--- src/rtl/crc_pkg.sv ---
// crc_pkg: shared types, bit-reflection helper and common CRC presets for
// the streaming CRC engine.
//   state_t  : engine FSM states
//   reflect  : reverse the low 'width' bits of a value (upper bits cleared)
//   presets  : polynomial / init / xor-out / reflection for common CRCs
package crc_pkg;

    typedef enum logic [1:0] {
        S_IDLE  = 2'd0,
        S_SHIFT = 2'd1,
        S_DONE  = 2'd2
    } state_t;

    localparam int unsigned MAX_CRC_W = 64;

    // Bit-reverse the low 'width' bits of value; bits at and above width are zero.
    function automatic logic [63:0] reflect(input logic [63:0] value, input int unsigned width);
        logic [63:0] r;
        r = '0;
        for (int unsigned i = 0; i < 64; i++) begin
            if (i < width) begin
                r[6'(i)] = value[6'(width - 1 - i)];
            end
        end
        return r;
    endfunction

    // CRC-32 (IEEE 802.3)
    localparam logic [31:0] CRC32_POLY    = 32'h04C11DB7;
    localparam logic [31:0] CRC32_INIT    = 32'hFFFFFFFF;
    localparam logic [31:0] CRC32_XOR_OUT = 32'hFFFFFFFF;
    localparam bit          CRC32_REFLECT = 1'b1;

    // CRC-32/MPEG-2
    localparam logic [31:0] CRC32_MPEG2_POLY    = 32'h04C11DB7;
    localparam logic [31:0] CRC32_MPEG2_INIT    = 32'hFFFFFFFF;
    localparam logic [31:0] CRC32_MPEG2_XOR_OUT = 32'h00000000;
    localparam bit          CRC32_MPEG2_REFLECT = 1'b0;

    // CRC-16/CCITT-FALSE
    localparam logic [15:0] CRC16_CCITT_POLY    = 16'h1021;
    localparam logic [15:0] CRC16_CCITT_INIT    = 16'hFFFF;
    localparam logic [15:0] CRC16_CCITT_XOR_OUT = 16'h0000;
    localparam bit          CRC16_CCITT_REFLECT = 1'b0;

    // CRC-8 (SMBus)
    localparam logic [7:0] CRC8_POLY    = 8'h07;
    localparam logic [7:0] CRC8_INIT    = 8'h00;
    localparam logic [7:0] CRC8_XOR_OUT = 8'h00;
    localparam bit         CRC8_REFLECT = 1'b0;

endpackage

--- src/rtl/crc_fold_step.sv ---
// crc_fold_step: combinational fold of one BITS_PER_CYC-bit chunk into a CRC
// register, fully unrolled.
//   crc      in  CRC_W         current register (reflected domain when REFLECT_IN)
//   chunk    in  BITS_PER_CYC  message bits; chunk[0] first when REFLECT_IN,
//                              chunk[BITS_PER_CYC-1] first otherwise
//   crc_next out CRC_W         register after folding all chunk bits
module crc_fold_step
    import crc_pkg::*;
#(
    parameter int unsigned      CRC_W        = 32,
    parameter int unsigned      BITS_PER_CYC = 8,
    parameter logic [CRC_W-1:0] POLY         = CRC_W'(CRC32_POLY),
    parameter bit               REFLECT_IN   = 1'b1
) (
    input  logic [CRC_W-1:0]        crc,
    input  logic [BITS_PER_CYC-1:0] chunk,
    output logic [CRC_W-1:0]        crc_next
);

    localparam logic [CRC_W-1:0] POLY_R = CRC_W'(reflect(64'(POLY), CRC_W));

    logic [CRC_W-1:0] c;
    logic             fb;

    // Reflected mode is the mirror image: shift right, feedback from bit 0.
    always_comb begin
        c  = crc;
        fb = 1'b0;
        for (int i = 0; i < BITS_PER_CYC; i++) begin
            if (REFLECT_IN) begin
                fb = c[0] ^ chunk[i];
                c  = (c >> 1) ^ (fb ? POLY_R : '0);
            end else begin
                fb = c[CRC_W-1] ^ chunk[BITS_PER_CYC-1-i];
                c  = (c << 1) ^ (fb ? POLY : '0);
            end
        end
        crc_next = c;
    end

endmodule

--- src/rtl/crc_stream_engine.sv ---
// crc_stream_engine: parametrised CRC over a valid/ready word stream,
// BITS_PER_CYC message bits folded per clock, finalised CRC on a
// valid/ready result port.
//   clk, rst            clock, synchronous active-high reset
//   clear_i             abort current message / pending result, reload INIT
//   in_data/in_valid/in_last/in_ready   message word stream
//   crc_o/out_valid/out_ready           finalised CRC, held until accepted
//   busy_o              engine not idle or a message is partially accumulated
module crc_stream_engine
    import crc_pkg::*;
#(
    parameter int unsigned      CRC_W        = 32,
    parameter int unsigned      DATA_W       = 32,
    parameter int unsigned      BITS_PER_CYC = 8,
    parameter logic [CRC_W-1:0] POLY         = CRC_W'(CRC32_POLY),
    parameter logic [CRC_W-1:0] INIT         = CRC_W'(CRC32_INIT),
    parameter logic [CRC_W-1:0] XOR_OUT      = CRC_W'(CRC32_XOR_OUT),
    parameter bit               REFLECT_IN   = 1'b1,
    parameter bit               REFLECT_OUT  = 1'b1
) (
    input  logic              clk,
    input  logic              rst,
    input  logic              clear_i,
    input  logic [DATA_W-1:0] in_data,
    input  logic              in_valid,
    input  logic              in_last,
    output logic              in_ready,
    output logic [CRC_W-1:0]  crc_o,
    output logic              out_valid,
    input  logic              out_ready,
    output logic              busy_o
);

    localparam int unsigned CHUNKS = DATA_W / BITS_PER_CYC;
    localparam int unsigned CNT_W  = (CHUNKS > 1) ? $clog2(CHUNKS) : 1;
    localparam logic [CNT_W-1:0] CNT_LAST = CNT_W'(CHUNKS - 1);
    // The register lives in the reflected domain when input is reflected.
    localparam logic [CRC_W-1:0] INIT_REG =
        REFLECT_IN ? CRC_W'(reflect(64'(INIT), CRC_W)) : INIT;

    if ((DATA_W % 8 != 0) || (DATA_W % BITS_PER_CYC != 0) || (BITS_PER_CYC > DATA_W) ||
        (CRC_W > MAX_CRC_W) || (CRC_W < 8)) begin : g_bad_params
        $fatal(1, "crc_stream_engine: illegal CRC_W/DATA_W/BITS_PER_CYC combination");
    end

    state_t                  state;
    logic [CRC_W-1:0]        crc_q;
    logic [CRC_W-1:0]        crc_step;
    logic [DATA_W-1:0]       sreg;
    logic                    last_q;
    logic [CNT_W-1:0]        cnt;
    logic [BITS_PER_CYC-1:0] chunk;

    // Next chunk comes from the low end when reflected, high end otherwise.
    assign chunk = REFLECT_IN ? sreg[BITS_PER_CYC-1:0] : sreg[DATA_W-1 -: BITS_PER_CYC];

    crc_fold_step #(
        .CRC_W        (CRC_W),
        .BITS_PER_CYC (BITS_PER_CYC),
        .POLY         (POLY),
        .REFLECT_IN   (REFLECT_IN)
    ) u_fold (
        .crc      (crc_q),
        .chunk    (chunk),
        .crc_next (crc_step)
    );

    // Map register back to normal form, apply output reflection and XOR.
    function automatic logic [CRC_W-1:0] finalize(input logic [CRC_W-1:0] r);
        logic [CRC_W-1:0] normal;
        logic [CRC_W-1:0] shaped;
        normal = REFLECT_IN  ? CRC_W'(reflect(64'(r), CRC_W)) : r;
        shaped = REFLECT_OUT ? CRC_W'(reflect(64'(normal), CRC_W)) : normal;
        return shaped ^ XOR_OUT;
    endfunction

    // Engine FSM with registered handshake outputs.
    always_ff @(posedge clk) begin
        if (rst) begin
            state     <= S_IDLE;
            crc_q     <= INIT_REG;
            sreg      <= '0;
            last_q    <= 1'b0;
            cnt       <= '0;
            in_ready  <= 1'b0;
            out_valid <= 1'b0;
            crc_o     <= '0;
            busy_o    <= 1'b0;
        end else if (clear_i) begin
            state     <= S_IDLE;
            crc_q     <= INIT_REG;
            last_q    <= 1'b0;
            cnt       <= '0;
            in_ready  <= 1'b1;
            out_valid <= 1'b0;
            busy_o    <= 1'b0;
        end else begin
            case (state)
                S_IDLE: begin
                    in_ready <= 1'b1;
                    if (in_ready && in_valid) begin
                        sreg     <= in_data;
                        last_q   <= in_last;
                        cnt      <= '0;
                        in_ready <= 1'b0;
                        busy_o   <= 1'b1;
                        state    <= S_SHIFT;
                    end
                end
                S_SHIFT: begin
                    crc_q <= crc_step;
                    sreg  <= REFLECT_IN ? (sreg >> BITS_PER_CYC) : (sreg << BITS_PER_CYC);
                    cnt   <= cnt + CNT_W'(1);
                    if (cnt == CNT_LAST) begin
                        if (last_q) begin
                            crc_o     <= finalize(crc_step);
                            out_valid <= 1'b1;
                            state     <= S_DONE;
                        end else begin
                            in_ready <= 1'b1;
                            state    <= S_IDLE;
                        end
                    end
                end
                S_DONE: begin
                    if (out_ready) begin
                        out_valid <= 1'b0;
                        crc_q     <= INIT_REG;
                        in_ready  <= 1'b1;
                        busy_o    <= 1'b0;
                        state     <= S_IDLE;
                    end
                end
                default: state <= S_IDLE;
            endcase
        end
    end

endmodule

--- config.mk ---
export PLATFORM = sky130hd
export DESIGN_NAME = crc_stream_engine
export DESIGN_NICKNAME = d
export VERILOG_FILES = /design/src/rtl/crc_pkg.sv /design/src/rtl/crc_fold_step.sv /design/src/rtl/crc_stream_engine.sv
export SDC_FILE = /design/constraint.sdc
export NUM_CORES = 1
export LEC_CHECK = 0
export ABC_AREA = 1
export ABC_CLOCK_PERIOD_IN_PS = 2210
export BUFFER_PORTS_ARGS = -buffer_cell sky130_fd_sc_hd__buf_4
export CORE_MARGIN = 8
export CORE_UTILIZATION = 25
export CTS_CLUSTER_SIZE = 24
export DETAILED_ROUTE_END_ITERATION = 10
export PLACE_DENSITY = 0.44
export RECOVER_POWER = 100
export SYNTH_ARGS = -nofsm -noshare
export SYNTH_HDL_FRONTEND = slang
export SYNTH_SLANG_ARGS = --single-unit
export TNS_END_PERCENT = 1
--- constraint.sdc ---
create_clock -name clk -period 2.21 [get_ports clk]
set_input_delay 0.1105 -clock clk [delete_from_list [all_inputs] [get_ports clk]]
set_output_delay 0.1105 -clock clk [all_outputs]
set_load 0.05 [all_outputs]
== Word level (Yosys, flattened, before mapping) ==
Index checks and enable logic that the tools add are counted.

* Input port bits: 38
* Register bits after elaboration: 104
* Word-level logic and storage cells: 245
* Output and inout bits: 35

* Add/sub/neg operators: 1
* Multiplexer cells: 191
* Reductions and logical operators: 16
* Bitwise logic cells: 18
* Equal/unequal tests: 10

{| class="wikitable"
|+ Operators with widths
! kind !! number
|-
| 32-bit two-way mux || 10
|-
| 31-bit by 32-bit XOR with 32-bit output || 8
|-
| 1-bit two-way mux || 169
|-
| 32-bit case mux with 2 select lines || 2
|-
| 32-bit inverter || 1
|-
| 4-bit AND reduction || 3
|-
| 2-bit two-way mux || 5
|-
| 3-bit inequality test, second input constant || 3
|-
| 3-bit AND reduction || 3
|-
| 2-bit inequality test, second input constant || 4
|-
| 1-bit XOR || 8
|-
| 2-bit case mux with 3 select lines || 1
|-
| 2-bit AND reduction || 3
|-
| 2-bit nonzero test || 3
|-
| 2-bit == test, second input constant || 2
|-
| 1-bit case mux with 2 select lines || 2
|-
| 2-bit case mux with 2 select lines || 1
|-
| 4-bit nonzero test || 1
|-
| 1-bit case mux with 3 select lines || 1
|-
| 2-bit by 1-bit adder with 2-bit output, second input constant || 1
|-
| 2-bit by 1-bit == test with 1-bit output, second input constant || 1
|-
| 2-bit zero test || 1
|-
| 2-bit OR reduction || 1
|-
| 1-bit logical AND || 1
|-
| 1-bit inverter || 1
|}

== Logic depth before layout (Yosys ltp) ==
Gate-level depths: netlist (run 1).

* Depth in word-level cells: 30
* Mapped depth: 14
* Gate-level depth less buffers: 14

== Modules after synthesis ==
A second synthesis (run 1) with hierarchy kept.

* Cell total of the unflattened synthesis: 729
* Area, all modules: 5,350.1 um^2

{| class="wikitable"
|+ By module, submodules not included
! module !! seq. area each (um^2) !! cells an instance !! area an instance (um^2) !! instances
|-
| crc_stream_engine || 2,082.0 || 515 || 4,068.9 || 1
|-
| crc_fold_step || 0.0 || 214 || 1,281.2 || 1
|}

== Worst setup path before layout (run 1) ==
No wires, ideal clock.

* Path kind: reg2reg
* From: reg in_ready
* To: reg sreg[13]
* Setup slack: 0.450 ns
* Buffers on the path: 2
* Arrival: 1.622 ns
* Required time: 2.072 ns
* Clock period less this slack: 1.760 ns
* Stages on the path, launching flop included: 10
* Library setup time: 0.138 ns
* Cells stage by stage: dfxtp_1 > nand2_1 > inv_2 > nor2_8 > nor2_8 > nand2_4 > buf_12 > buf_8 > a21oi_1 > nor2_1

* Word-level cells in the longest chain between the ends: 3

{| class="wikitable"
|+ RTL lines
! element !! RTL line !! RTL
|-
| start, declared || crc_stream_engine.sv:27 || <nowiki>output logic in_ready,</nowiki>
|-
| start signal, assigned || crc_stream_engine.sv:85 || <nowiki>in_ready <= 1'b0;</nowiki>
|-
| start signal, assigned || crc_stream_engine.sv:94 || <nowiki>in_ready <= 1'b1;</nowiki>
|-
| start signal, assigned || crc_stream_engine.sv:100 || <nowiki>in_ready <= 1'b1;</nowiki>
|-
| 1-bit logical AND || crc_stream_engine.sv:101 || <nowiki>if (in_ready && in_valid) begin</nowiki>
|-
| 2-bit inequality test (no source line) || - ||
|-
| 3-bit AND reduction (no source line) || - ||
|-
| end signal, assigned || crc_stream_engine.sv:102 || <nowiki>sreg <= in_data;</nowiki>
|-
| end signal, assigned || crc_stream_engine.sv:112 || <nowiki>sreg <= REFLECT_IN ? (sreg >> BITS_PER_CYC) : (sreg << BITS_PER_CYC);</nowiki>
|-
| end, declared || crc_stream_engine.sv:49 || <nowiki>logic [DATA_W-1:0] sreg;</nowiki>
|}

No other way between the ends.
A chain may end at the register's enable or synchronous reset.

== Worst setup path after layout (run 1) ==
* From: reg state[0]
* To: reg crc_q[17]

* Word-level cells in the longest chain between the ends: 3

{| class="wikitable"
|+ RTL lines
! element !! RTL line !! RTL
|-
| start, declared || crc_stream_engine.sv:46 || <nowiki>state_t state;</nowiki>
|-
| start signal, assigned || crc_stream_engine.sv:80 || <nowiki>state <= S_IDLE;</nowiki>
|-
| start signal, assigned || crc_stream_engine.sv:90 || <nowiki>state <= S_IDLE;</nowiki>
|-
| start signal, assigned || crc_stream_engine.sv:107 || <nowiki>state <= S_SHIFT;</nowiki>
|-
| 2-bit == test / 2-bit by 1-bit == test with 1-bit output (equally long branches) || crc_stream_engine.sv:98 || <nowiki>case (state)</nowiki>
|-
| 2-bit inequality test (no source line) / 2-bit nonzero test (equally long branches) || - ||
|-
| 2-bit AND reduction (no source line) || - ||
|-
| end signal, assigned || crc_stream_engine.sv:111 || <nowiki>crc_q <= crc_step;</nowiki>
|-
| end, declared || crc_stream_engine.sv:47 || <nowiki>logic [CRC_W-1:0] crc_q;</nowiki>
|}

Several ways; a longest one is shown, not always the timed one.

==> results.py, run 1 <==
metrics = {
    "synthesis": {
        "syn_avg_cell_area_um2": 7.10,
        "synth_nets": 838,
        "yosysUniqueCellTypes": 43,
        "synth_top_cell_by_area": "dfxtp_1",
        "synthesis.area_mm2": 0.00565,
        "synth_area_leaders": "dfxtp_1 (37%), nand2_1 (18%), xor2_1 (4.3%)",
        "synth_seq_cells": 104,
        "yosysMostFrequentCell": "nand2_1",
        "ys.flop_type": "dfxtp_1",
        "yosysWarningCount": 0,
        "netlist.area_leader.share_pct": 36.8,
        "ys_seq_area_share_pct": 36.8,
        "syn_inst": 796,
        "ys_async_sr_fraction_pct": 0,
        "synth_edf_count": 0,
        "synth_common_cells": "nand2_1 (269), dfxtp_1 (104), inv_1 (60), a21oi_1 (40), o21ai_0 (39)",
    },
    "setup_path": {
        "slowest_stage": "inv_1",
        "cpPeakStageDelay_ns": 0.52,
        "worstPathArrival_ns": 2.30,
        "crit_type": "flip-flop to flip-flop",
        "crit_top_cell": "inv_1",
        "end_kind": "flip-flop",
        "worst_setup_path_start_kind": "flip-flop",
        "critPathTopFamily": "buffers and inverters",
        "critical_path_peak_fanout": 19,
        "crit_required_ns": 2.51,
        "crit_chain": "inv_1 -> ha_1 -> nor2_4 -> a21oi_1 -> inv_1 -> buf_4 -> nor2_1 -> o21ai_1",
        "cp_num_buf_inv": 3,
    },
    "placement": {
        "place_ws_ns": 0.349,
        "dpl.cell_count": 1134,
        "io_buffers": 72,
        "dp_hpwl_um": 12200,
        "place_congestion": 0.779,
        "placed_area_mm2": 0.00647,
    },
    "sta": {
        "worst_slew_pin_slew_ns": 0.682,
        "fin_ws_ns": 0.206,
        "max_freq_ghz": 0.499,
        "finalClockSkew_ns": 0.00833,
        "min_period_over_period_pct": 90.7,
        "rsz0062_at_grt": "false",
        "relSlewSlack_pct": 54.5,
        "hold_violations": 0,
        "fin_crit_ns": 2.00,
        "setup_viol": 0,
        "setup_tns_ns": 0,
        "drv_slew": 0,
    },
    "route": {
        "wl_um": 16500,
        "vias": 4994,
        "dr.pass1.iters": 5,
        "route.antenna.remaining_nets": 0,
        "routed_wire_length_per_instance_um": 14.4,
        "first_iter_violations": 240,
        "avgViaCountPerCell": 4.34,
        "drc_errors": 0,
    },
    "cells_and_area": {
        "final_util_pct": 29.2,
        "fin_nets": 902,
        "final_cell_count_no_fill": 1150,
        "area_growth_pct": 15.8,
        "fin_area_mm2": 0.00655,
        "n_antenna_cell": 0,
        "drive_gt1_share_pct": 16.4,
    },
    "die": {
        "design.core.area_mm2": 0.0224,
        "fp.dieW_um": 166,
        "initial_core_util_pct": 25.2,
        "die_h_um": 166,
        "row_count": 55,
        "die-area_mm2": 0.0277,
        "io_pins": 73,
    },
    "worst_hold_path": {
        "hp-class": "primary input to flip-flop",
    },
    "clocking": {
        "cts.reportedPaths.clkPinSlew_ns": 0.08,
        "ctsHoldBuffers": 0,
        "cts_tree": "done",
        "post_cts_buffers": 0,
        "clock-root-buffer": "clkbuf_16",
        "clock_sinks": 104,
        "clk_path_buf_depth": 2,
        "numCtsBuffers": 9,
        "cts_resized": 0,
        "htree_num_levels": 3,
        "clock_latency_ns": 0.36,
    },
    "global_routing": {
        "overflow": 0,
        "grt_usage_pct": 12.1,
        "grt_max_degree": 59,
        "antenna_found_initial": 0,
        "grt_pass1_vias": 4887,
        "grt_pass1_wl_um": 26900,
    },
    "run_status": {
        "status": "complete, no violations",
    },
    "power_and_ir_drop": {
        "p_comb_share_pct": 28.3,
        "sw_frac_of_total_pct": 35.8,
        "power_density_mw_per_mm2": 783,
        "pwr-share-seq_pct": 38.8,
        "peakVddDrop_mv": 0.343,
        "netSwitchingPower_w": 0.00184,
        "static-leakage-power_nw": 3.08,
        "clkPwrFrac_pct": 32.9,
        "p_int_w": 0.00329,
    },
    "job": {
        "cap_violations": 0,
    },
}
[sequential cells by signal, indices dropped and copies added (netlist names)]
signal,count
busy_o,1
crc_o,32
sreg,32
crc_q,32
in_ready,1
out_valid,1
last_q,1
cnt,2
state,2
[layout make-up]
class	instances	area [um^2]
flip-flops and latches	104	2080
inverters	77	297
well taps	285	357
multi-input cells	582	2970
clock buffers	9	225
fillers	2510	15900
clock inverters	7	78.8
repair buffers	86	533
[cell usage in the layout (no fill, tap or decap), drive strengths merged, types with 3 or more instances in the layout]
cell,instances
or2,6
a21oi,67
o21ai,45
nor3,3
o22ai,14
nor2,50
buf,49
xnor2,4
clkinv,3
inv,78
nand4,7
dfxtp,104
ha,4
nand2,303
o211ai,7
nand3,34
clkbuf,46
xor2,30
o21bai,3
[worst paths after layout]
check / endpoint / cells past startpoint / slack, ns / start
worst max-delay path: crc_q[17] / 8 / 0.21 / state[0]
worst min-delay path: sreg[30] / 3 / 0.03 / in_data[30]
worst max register to register: crc_q[17] / 8 / 0.21 / state[0]
worst min register to register: sreg[23] / 2 / 0.47 / sreg[23]
[kinds of logic after synthesis]
kind of cell	count (synthesis)	synth area share [%]
AOI/OAI and AO/OA	140	15.2
xor gates and xnor gates	34	5.53
adders and majority gates	4	0.886
buffers and inverters	110	9.10
DFF	104	36.8
and+or+nand+nor	404	32.4
[worst reg2reg max path: stages (launching register included)]
cell	delay, ns
dfxtp_1	0.35
inv_1	0.07
ha_1	0.30
nor2_4	0.15
a21oi_1	0.06
inv_1	0.52
buf_4	0.31
nor2_1	0.05
o21ai_1	0.12
[power by group through the flow]
| stage | registers [W] | clock network [W] | logic (W) |
|---|---|---|---|
| 2_1_floorplan | 0.00204 | 0 | 0.00109 |
| 3_3_place_gp | 0.00204 | 0 | 0.00151 |
| 3_5_place_dp | 0.00204 | 0 | 0.00151 |
| 4_1_cts | 0.00199 | 0.00176 | 0.00152 |
| 5_1_grt | 0.00200 | 0.00183 | 0.00164 |
| 6_report | 0.00199 | 0.00169 | 0.00145 |
[metrics by stage]
stage / hold slack (ns) / power [W]
2_1_floorplan: 0.271 / 0.00313
3_3_place_gp: 0.411 / 0.00355
3_5_place_dp: 0.407 / 0.00355
4_1_cts: 0.00747 / 0.00527
5_1_grt: 0.0129 / 0.00547
6_report: 0.0316 / 0.00513
[routing by layer]
metal	global-route usage, %	share of wire [%]	wire, um
met1	15.7	49	8060
met2	19.3	46	7550
met3	3.40	3.6	588
met4	3.64	1.9	314
met5	0	0	0
(Power assumes the default switching activity.)
==> run 2, diff against run 1 <==
CORE_UTILIZATION = 58   (was 25)
PLACE_DENSITY = 0.83   (was 0.44)
SYNTH_HIERARCHICAL = 1   (was not set)
==> results.py, run 2 <==
metrics = {
    "global_routing": {
        "grt_max_degree": 65,
        "grt_usage_pct": 20.8,
        "grt_pass1_wl_um": 21900,
        "overflow": 0,
        "grt_pass1_vias": 4851,
        "antenna_found_initial": 0,
    },
    "clocking": {
        "clk_path_buf_depth": 2,
        "numCtsBuffers": 9,
        "htree_num_levels": 3,
        "clock_sinks": 104,
        "cts.reportedPaths.clkPinSlew_ns": 0.10,
        "post_cts_buffers": 0,
        "cts_tree": "done",
        "clock_latency_ns": 0.37,
        "clock-root-buffer": "clkbuf_8",
    },
    "cells_and_area": {
        "drive_gt1_share_pct": 15.8,
        "fillerInstances": 783,
        "reg_top3": "crc_o: 32 flops, crc_q: 32 flops, sreg: 32 flops",
        "final_util_pct": 66.4,
        "final_cell_count_no_fill": 906,
        "mostFrequentLayoutCells": "nand2_1 (265), dfxtp_1 (104), a21oi_1 (52), inv_1 (42), buf_4 (42)",
        "final_common_cell": "nand2_1",
        "fin_nets": 834,
        "area_growth_pct": 13.0,
        "n_antenna_cell": 0,
    },
    "sta": {
        "worst_slew_pin_slew_ns": 0.693,
        "relSlewSlack_pct": 53.8,
        "drv_slew": 0,
        "setup_viol": 0,
        "hold_violations": 0,
        "fin_crit_ns": 1.86,
        "max_freq_ghz": 0.538,
        "fin_ws_ns": 0.351,
        "min_period_over_period_pct": 84.1,
        "finalClockSkew_ns": 0.0121,
        "rsz0062_at_grt": "false",
        "setup_tns_ns": 0,
    },
    "route": {
        "routed_wire_length_per_instance_um": 14.3,
        "wl_um": 13000,
        "drc_errors": 0,
        "avgViaCountPerCell": 5.42,
        "dr.pass1.iters": 6,
        "vias": 4908,
        "first_iter_violations": 333,
        "route.antenna.remaining_nets": 0,
    },
    "placement": {
        "dp_hpwl_um": 9130,
        "io_buffers": 72,
        "dpl.cell_count": 883,
        "place_congestion": 0.883,
        "place_ws_ns": 0.417,
    },
    "die": {
        "io_pins": 73,
        "initial_core_util_pct": 58.7,
        "die_h_um": 112,
        "die-area_mm2": 0.0126,
        "row_count": 35,
        "design.core.area_mm2": 0.00911,
        "fp.dieW_um": 112,
    },
    "synthesis": {
        "synth_top_cell_by_area": "dfxtp_1",
        "synth_area_leaders": "dfxtp_1 (39%), nand2_1 (19%), xor2_1 (5.1%)",
        "yosysUniqueCellTypes": 35,
        "synth_nets": 773,
        "ys_async_sr_fraction_pct": 0,
        "synth_common_cells": "nand2_1 (265), dfxtp_1 (104), a21oi_1 (52), inv_1 (42), o21ai_1 (34)",
        "yosysWarningCount": 6,
        "synthesis.area_mm2": 0.00535,
        "yosysMostFrequentCell": "nand2_1",
        "synth_seq_cells": 104,
        "synth_edf_count": 0,
        "ys_seq_area_share_pct": 38.9,
        "netlist.area_leader.share_pct": 38.9,
        "syn_inst": 729,
        "syn_avg_cell_area_um2": 7.34,
        "ys.flop_type": "dfxtp_1",
    },
    "job": {
        "cap_violations": 0,
    },
    "setup_path": {
        "r2r_setup_slack_ns": 0.35,
        "end_kind": "flip-flop",
        "critical_path_peak_fanout": 32,
        "worst_setup_path_start_kind": "flip-flop",
        "cpPeakStageDelay_ns": 0.39,
        "crit_chain": "inv_1 -> ha_1 -> nand2_1 -> nand3_1 -> inv_2 -> nand2_1 -> a21oi_1",
        "worstReg2RegStart": "state[0]",
        "worstPathArrival_ns": 2.16,
        "crit_type": "flip-flop to flip-flop",
        "slowest_stage": "inv_2",
        "crit_required_ns": 2.51,
        "crit_path_start": "state[0]",
        "crit_top_cell": "nand2_1",
        "r2r_end": "sreg[15]",
        "reg2reg_depth": 7,
    },
    "power_and_ir_drop": {
        "power_w": 0.00442,
        "static-leakage-power_nw": 2.66,
        "peakVddDrop_mv": 0.409,
        "power_density_mw_per_mm2": 731,
    },
    "worst_hold_path": {
        "whs_path_depth": 4,
        "min_from": "out_ready",
        "hp-class": "primary input to flip-flop",
        "hold-path-endpoint": "out_valid",
    },
    "run_status": {
        "status": "complete, no violations",
    },
}
==> run 2: cell types whose count changed after synthesis, moves of 9 or more <==
| cell | previous run | this run |
|---|---|---|
| o21ai_0 | 39 | 8 |
| o21ai_1 | 6 | 34 |
| nor2_1 | 37 | 18 |
| inv_1 | 60 | 42 |
| o22ai_1 | 14 | 32 |
| nand3_1 | 33 | 19 |
| a21oi_1 | 40 | 52 |
| inv_2 | 15 | 4 |
| a21oi_2 | 27 | 18 |
==> run 2: critical path, delay by kind of cell (launching register included) <==
kind,cells,cell delay [ns]
DFF,1,0.38
and+or+nand+nor,3,0.47
adders and majority gates,1,0.28
buffers and inverters,2,0.49
AOI/OAI and AO/OA,1,0.17
==> run 2: how the worst max path moves through the flow <==
stage                           end  depth (start not counted)  slack [ns]
after floorplan            sreg[24]                          6        0.69
after global placement    crc_q[23]                         13        0.54
after detailed placement   sreg[15]                          7        0.42
after CTS                  sreg[15]                          7        0.37
after global routing      crc_q[22]                          8        0.19
final                      sreg[15]                          7        0.35
==> run 2: through the flow <==
| step | hold slack (ns) | instance area [um^2] |
|---|---|---|
| 2_1_floorplan | 0.266 | 5350 |
| 3_3_place_gp | 0.355 | 5910 |
| 3_5_place_dp | 0.358 | 5910 |
| 4_1_cts | 0.0346 | 6200 |
| 5_1_grt | 0.0464 | 6050 |
| 6_report | 0.0490 | 6050 |
==> run 2: power by group <==
group          switching (W)  total (W)  internal, W
Combinational       0.000730    0.00110     0.000372
Clock               0.000678    0.00133     0.000652
Sequential         0.0000462    0.00199      0.00194
Total                0.00145    0.00442      0.00296
==> run 2: metal layers <==
layer | global-route usage, % | routed length [um]
met3 | 3.97 | 791
met4 | 9.53 | 253
met1 | 24.0 | 5540
met5 | 0 | 0
met2 | 36.5 | 6380
==> run 2: cell families (layout without fill, tap and decap cells) <==
group	Yosys count	after routing	share of synthesized area, %
DFF	104	104	38.9
AOI/OAI and AO/OA	145	145	15.6
and+or+nand+nor	342	342	28.3
adders and majority gates	6	6	1.40
xor gates and xnor gates	46	46	8.44
buffers and inverters	86	152	7.32
==> run 2: layout make-up <==
cell class                 instances  area [um^2]  share of cell area (%)
clock buffer                       9          124                    2.05
tap                              111          139                    2.30
sequential                       104         2080                    34.4
timing repair buffer              87          547                    9.04
inverter                          49          191                    3.17
multi-input combinational        539         2860                    47.3
clock inverter                     7          103                    1.70
==> run 2: what timing repair did <==
action                                 in CTS  in global routing
hold buffers                                7                  0
gates resized for setup                     0                  0
setup endpoints to repair                   0                  0
endpoints found under the hold margin       7                  0
